==> src/rtl/tile_seq_ctrl.sv <==
// Tile sequencer: runs NUM_TILES load passes then one layering pass per start,
// with abort, per-tile index/last flag and a busy-acknowledge timeout (sticky err).
module tile_seq_ctrl #(
  parameter int NUM_TILES = 2,
  parameter int TILE_W    = 3,
  parameter int TIMEOUT   = 16,
  parameter int TO_W      = 8
) (
  input  logic              clk,
  input  logic              rst_n,
  input  logic              start,
  input  logic              abort,
  input  logic              load_busy,
  input  logic              layer_busy,
  output logic              start_load,
  output logic              start_layer,
  output logic [2:0]        mode,
  output logic [TILE_W-1:0] tile_idx,
  output logic              last_tile,
  output logic              busy,
  output logic              done,
  output logic              err
);

  localparam logic [3:0] S_IDLE        = 4'd0;
  localparam logic [3:0] S_ISSUE_LOAD  = 4'd1;
  localparam logic [3:0] S_WAIT_LOAD_ON  = 4'd2;
  localparam logic [3:0] S_WAIT_LOAD_OFF = 4'd3;
  localparam logic [3:0] S_ADV_TILE    = 4'd4;
  localparam logic [3:0] S_ISSUE_LAYER = 4'd5;
  localparam logic [3:0] S_WAIT_LAY_ON  = 4'd6;
  localparam logic [3:0] S_WAIT_LAY_OFF = 4'd7;
  localparam logic [3:0] S_DONE        = 4'd8;
  localparam logic [3:0] S_ERR         = 4'd9;

  localparam logic [TILE_W-1:0] LAST_IDX = TILE_W'(NUM_TILES - 1);
  localparam bit                TO_EN    = (TIMEOUT != 0);
  // Counter value seen in the final allowed wait cycle; unused when the timeout is off.
  localparam logic [TO_W-1:0]   TO_LAST  = TO_W'((TIMEOUT > 0) ? (TIMEOUT - 1) : 0);

  logic [3:0]        state_q, state_d;
  logic [TILE_W-1:0] tile_q, tile_d;
  logic [TO_W-1:0]   cnt_q, cnt_d;
  logic              err_q, err_d;
  logic              last_w;
  logic              abortable;

  assign last_w    = (tile_q == LAST_IDX);
  assign abortable = (state_q != S_IDLE) && (state_q != S_DONE) && (state_q != S_ERR);

  always_comb begin
    state_d = state_q;
    tile_d  = tile_q;
    cnt_d   = cnt_q;
    err_d   = err_q;
    unique case (state_q)
      S_IDLE: begin
        if (start && !abort) begin
          state_d = S_ISSUE_LOAD;
          tile_d  = '0;
          err_d   = 1'b0;
        end
      end
      S_ISSUE_LOAD: begin
        state_d = S_WAIT_LOAD_ON;
        cnt_d   = '0;
      end
      S_WAIT_LOAD_ON: begin
        if (load_busy) begin
          state_d = S_WAIT_LOAD_OFF;
        end else begin
          cnt_d = cnt_q + TO_W'(1);
          if (TO_EN && (cnt_q == TO_LAST)) state_d = S_ERR;
        end
      end
      S_WAIT_LOAD_OFF: begin
        if (!load_busy) state_d = last_w ? S_ISSUE_LAYER : S_ADV_TILE;
      end
      S_ADV_TILE: begin
        tile_d  = tile_q + TILE_W'(1);
        state_d = S_ISSUE_LOAD;
      end
      S_ISSUE_LAYER: begin
        state_d = S_WAIT_LAY_ON;
        cnt_d   = '0;
      end
      S_WAIT_LAY_ON: begin
        if (layer_busy) begin
          state_d = S_WAIT_LAY_OFF;
        end else begin
          cnt_d = cnt_q + TO_W'(1);
          if (TO_EN && (cnt_q == TO_LAST)) state_d = S_ERR;
        end
      end
      S_WAIT_LAY_OFF: begin
        if (!layer_busy) state_d = S_DONE;
      end
      S_DONE: state_d = S_IDLE;
      S_ERR: begin
        err_d   = 1'b1;
        state_d = S_IDLE;
      end
      default: state_d = S_IDLE;
    endcase
    // Abort wins over any busy edge or tile advance in the same cycle.
    if (abort && abortable) begin
      state_d = S_IDLE;
      tile_d  = tile_q;
      cnt_d   = cnt_q;
      err_d   = err_q;
    end
  end

  always_ff @(posedge clk or negedge rst_n) begin
    if (!rst_n) begin
      state_q <= S_IDLE;
      tile_q  <= '0;
      cnt_q   <= '0;
      err_q   <= 1'b0;
    end else begin
      state_q <= state_d;
      tile_q  <= tile_d;
      cnt_q   <= cnt_d;
      err_q   <= err_d;
    end
  end

  assign start_load  = (state_q == S_ISSUE_LOAD);
  assign start_layer = (state_q == S_ISSUE_LAYER);
  assign done        = (state_q == S_DONE);
  assign busy        = (state_q != S_IDLE);
  assign tile_idx    = tile_q;
  assign last_tile   = last_w;
  assign err         = err_q;

  always_comb begin
    mode = 3'd0;
    if ((state_q == S_ISSUE_LOAD) || (state_q == S_WAIT_LOAD_ON) ||
        (state_q == S_WAIT_LOAD_OFF) || (state_q == S_ADV_TILE))
      mode = 3'd1;
    else if ((state_q == S_ISSUE_LAYER) || (state_q == S_WAIT_LAY_ON) ||
             (state_q == S_WAIT_LAY_OFF))
      mode = 3'd2;
  end

endmodule
==> config.mk <==
export PLATFORM = sky130hd
export DESIGN_NAME = tile_seq_ctrl
export DESIGN_NICKNAME = d
export VERILOG_FILES = /design/src/rtl/tile_seq_ctrl.sv
export SDC_FILE = /design/constraint.sdc
export NUM_CORES = 1
export LEC_CHECK = 0
export BUFFER_PORTS_ARGS = -buffer_cell sky130_fd_sc_hd__buf_4
export CORE_ASPECT_RATIO = 0.9
export CORE_MARGIN = 2
export CORE_UTILIZATION = 54
export DETAILED_ROUTE_END_ITERATION = 6
export PLACE_DENSITY = 0.84
export SETUP_SLACK_MARGIN = 0.4
export SLEW_MARGIN = 20
export SYNTH_ARGS = -nofsm -noshare
export SYNTH_HDL_FRONTEND = slang
export SYNTH_SLANG_ARGS = --single-unit
==> constraint.sdc <==
create_clock -name clk -period 2 [get_ports clk]
set_clock_uncertainty 0.1 [all_clocks]
set_input_delay 0.6 -clock clk [delete_from_list [all_inputs] [get_ports clk]]
set_output_delay 0.6 -clock clk [all_outputs]
set_load 0.02 [all_outputs]
==> metrics.yaml, run 1 <==
yosys.area_share.simple_pct: 26.60
die_h_um: 45.90
io_buffers: 16
antenna_found_initial: 0
synth_seq_cells: 16
worstEpCategory: "top-level output"
syn_inst: 113
synth_top_family_by_area: "simple AND/OR/NAND/NOR gates"
holdBufCountCts: 0
synth_compound_area_share_pct: 21.26
failing_step: "global routing (5_1_grt)"
dp_cells: 154
syn_area_per_cell_sq_um: 9.323
synth-seq-area-share_pct: 38.00
io_pins: 18
max-clock-path-buffers: 2
rows: 15
synth_mux_area_share_pct: 4.988
ys_warn_count: 0
status: "aborted with a tool error"
synth-xor-area-share_pct: 1.663
hpwl_um: 1919
numCtsBuffers: 3
cts_htree_levels: 1
stop_error: "[ERROR DPL-0033] detailed placement checks failed during check placement."
clock_sinks: 16
synth_area_sq_um: 1054
finalWeightedCongestion: 0.8021
synth_cell_types: 42
synth_fa_ha_area_share_pct: 3.563
syn-num-nets: 122
die_w_um: 50.56
cts_root_buf: "clkbuf_4"
initial_core_util_pct: 56.13
grt_max_degree: 17
crit_endpoint: "start_load"
==> stage by stage <==
step	utilization (%)	area, sq um	worst slack, ns
CTS	86.20	1618	0.03480
floorplan	-	1141	0.2329
detailed placement	68.47	1285	0.1494
global placement	68.47	1285	0.1741
==> logic make-up after synthesis <==
group                      after synthesis
AOI/OAI and AO/OA                       33
and+or+nand+nor                         46
xor gates and xnor gates                 2
DFF                                     16
buffers and inverters                    8
muxes                                    4
other                                    1
adders and majority gates                3
==> synth_stat cells, drive strengths merged <==
cell type / number / area, sq um
xnor2: 1 / 8.760
dfrtp: 16 / 400.4
nor3: 3 / 15.01
a221oi: 1 / 8.760
or3: 1 / 6.260
a31oi: 3 / 18.77
conb: 1 / 3.750
a2bb2oi: 1 / 8.760
nor3b: 2 / 15.01
a21o: 1 / 7.510
inv: 2 / 7.510
o211ai: 6 / 55.05
nor4: 1 / 6.260
o31ai: 2 / 15.01
a32oi: 1 / 8.760
ha: 3 / 37.54
or4: 2 / 15.01
nor2b: 3 / 18.77
nor2: 8 / 32.54
buf: 4 / 22.52
nand4: 1 / 6.260
nand3: 6 / 47.55
xor2: 1 / 8.760
nor4b: 1 / 23.77
a21oi: 2 / 10.01
o21ai: 13 / 65.06
o21ba: 2 / 20.02
nand2b: 3 / 18.77
o22ai: 1 / 6.260
and4bb: 1 / 12.51
or2: 1 / 6.260
and3: 3 / 18.77
nand2: 10 / 37.54
clkbuf: 2 / 7.510
mux2i: 4 / 52.55
==> repair_timing <==
item	in CTS
gates cloned	1
pin swaps	11
endpoints found under the setup margin	24
buffers inserted	21
gates resized for setup	38
==> run 2: changes to the inputs <==
Settings changed: CORE_AREA set to 2 2 63 65, CORE_ASPECT_RATIO 0.9 to unset, CORE_MARGIN 2 to unset, CORE_UTILIZATION 54 to unset, DIE_AREA set to 0 0 65 67, PLACE_DENSITY 0.84 to unset, PLACE_DENSITY_LB_ADDON set to 0.15, SETUP_SLACK_MARGIN 0.4 to unset.
==> metrics.yaml, run 2 <==
p_leak_nw: 0.6296
antenna_found_initial: 0
powerDensity_nw_per_um2: 875.6
critical_path.slowest_cell: "dfrtp_2"
worstSetupStartpointType: "register"
cts_htree_levels: 1  # unchanged
die_w_um: 65  # +29%
relSlewSlack_pct: 64.18
slew_viol_final: 0
synth_async_sr_flop_share_pct: 100.0  # unchanged
max-clock-path-buffers: 2  # unchanged
arrival_ns: 1.23
die_h_um: 67  # +46%
core_area_sq_um: 3606
period_minus_slack_ns: 1.934
ir_drop_v: 0.0003225
finalWeightedCongestion: 0.7937  # -1.0%
post-synth-top-area-cell: "dfrtp_1"
grt_max_degree: 17
grt.total_usage_pct: 13.05
syn_area_per_cell_sq_um: 9.323  # unchanged
min_path_type: "in -> async"
fin_cells: 191
crit_fanout: 6
synth_area_leaders: "dfrtp_1 38%, o21ai_0 4.3%, ha_1 3.6%"
grt.overflow.total: 0
rsz0062_at_grt: "yes"
crit_buf_inv: 1
path_clk_slew_ns: 0.07
rows: 22  # +7
path_cells: "nand2b_1 > nor3_1 > buf_4"
status: "completed"
synth_cell_types: 42  # unchanged
clock_sinks: 16  # unchanged
io_pins: 18  # unchanged
cts_tree: "built"
ys_warn_count: 0  # unchanged
synth_most_common_cell: "dfrtp_1"
syn_inst: 113  # unchanged
largest_register_ffs: 8
crit_path_end_kind: "primary output"
area.growth.synth_to_final_pct: 32.19
tightestPinTransition_ns: 0.5349
largest-register: "cnt_q"
hpwl_um: 1937  # +0.97%
fin_tns_setup_ns: 0
synth-seq-area-share_pct: 38.00  # unchanged
vias: 954
synth_area_sq_um: 1054  # unchanged
drive_above_1_share_pct: 34.27
cp_top_family: "flip-flops"
fill_cells: 363
yosysTopAreaCellShare_pct: 38.00  # unchanged
io_buffers: 16  # unchanged
max-cap-violations: 0
synth_enable_flop_cells: 0  # unchanged
mostFrequentLayoutCells: "32 x buf_4, 13 x dfrtp_1, 10 x nand2_1, 9 x o21ai_0, 7 x nor2_1"
clk_latency_ns: 0.25
layout.nets: 153
syn-num-nets: 122  # unchanged
viasPerCell: 4.995
dp_cells: 181  # +18%
cts_root_buf: "clkbuf_8"
finalHoldViolCount: 0
antenna_cells: 0
drcViolationCount: 0
firstDrtPassIters: 4
postRouteAntennaNets: 0
grt_pass1_vias: 946
critPathMaxStageDelay_ns: 0.44
cp.required_ns: 1.30
synth_seq_cells: 16  # unchanged
wl_per_cell_um: 13.46
grt_pass1_wl_um: 4416
ys.flop_type: "dfrtp_1"
fin_crit_sh_pct: 96.70
numCtsBuffers: 3  # unchanged
synthTopCellsByCount: "16 x dfrtp_1, 10 x nand2_1, 9 x o21ai_0"
routed_wirelength_um: 2571
drt_iter0_drc: 41
setup_viol: 0
fmax_ghz: 0.5171
dieArea_sq_um: 4355
initial_core_util_pct: 29.22  # -27 points
crit_type: "reg -> out"
mostFrequentLayoutCell: "buf_4"
-- run 2: cell counts after synthesis --
No cell type changed its count.
-- run 2: per-stage QoR --
| step | utilization, % | instance area, sq um | power (mW) | hold slack (ns) | setup slack (ns) |
|---|---|---|---|---|---|
| 2_1_floorplan | - | 1059 | 0.7124 | 0.2044 | 0.05836 |
| 3_3_place_gp | 35.60 | 1284 | 0.9000 | 0.3772 | 0.02920 |
| 3_5_place_dp | 35.60 | 1284 | 0.8956 | 0.3791 | 0.01046 |
| 4_1_cts | 37.99 | 1370 | 1.210 | 0.1111 | 0.03444 |
| 5_1_grt | 38.62 | 1393 | 1.307 | 0.1093 | -0.03049 |
| 6_report | 38.62 | 1393 | 1.219 | 0.1041 | 0.06600 |
-- run 2: worst reg2reg max path: stages, from the launching register on --
cell and delay (ns):
dfrtp_2 0.49, buf_4 0.17, nor2_1 0.34, o211ai_1 0.33
o21ai_0 0.24, o31ai_1 0.09
-- run 2: area by class of cell --
class                   count  area [sq um]  area share (%)
multi-input cells          89         625.6           44.92
repair buffers             32         240.2           17.25
well taps                  48         60.06           4.313
inverters                   2         7.507          0.5391
clock buffers               4         55.05           3.953
flip-flops and latches     16         404.1           29.02
-- run 2: path summary, 6_finish.rpt --
path                                              from                       to  slack, ns  depth (start not counted)
worst max-delay path            state_q[2]$_DFFE_PN0P_                     done       0.07                          3
worst min-delay path                             rst_n  tile_idx[2]$_DFFE_PN0P_       0.10                          1
worst max register to register  state_q[3]$_DFFE_PN0P_  tile_idx[2]$_DFFE_PN0P_       0.12                          5
worst min register to register    cnt_q[7]$_DFFE_PN0P_     cnt_q[7]$_DFFE_PN0P_       0.41                          1
max in group asynchronous                        rst_n   state_q[1]$_DFFE_PN0P_       1.49                          1
min in group clk                  cnt_q[7]$_DFFE_PN0P_     cnt_q[7]$_DFFE_PN0P_       0.41                          1
-- run 2: kinds of logic (layout without fill, tap and decap cells) --
group                      Yosys count  count (layout)  synth area share [%]
xor gates and xnor gates             2               2                 1.663
AOI/OAI and AO/OA                   33              33                 21.26
buffers and inverters                8              38                 3.563
and+or+nand+nor                     46              46                 26.61
DFF                                 16              16                 38.00
adders and majority gates            3               3                 3.563
muxes                                4               4                 4.988
other                                1               1                0.3560
-- run 2: what timing repair did --
item | 4_1_cts | 5_1_grt
hold buffers | 0 | 0
setup buffers | 3 | 3
setup endpoints to repair | 4 | 3
resized for setup | 4 | 0
-- run 2: report_power, final --
group	switching (mW)	leakage, nW	internal, mW
Combinational	0.274	0.388	0.242
Sequential	0.0536	0.212	0.363
Clock	0.112	0.0288	0.174
Total	0.440	0.630	0.780
-- run 2: metal layers --
metal | up-vias | GRT usage, % | part of all wire, %
li1 | 479 | - | -
met1 | 463 | 17.91 | 49
met2 | 10 | 21.01 | 48
met3 | 2 | 2.027 | 1.9
met4 | 0 | 3.989 | 0.66
met5 | - | 0 | 0
Power figures use the tool's default switching activity.
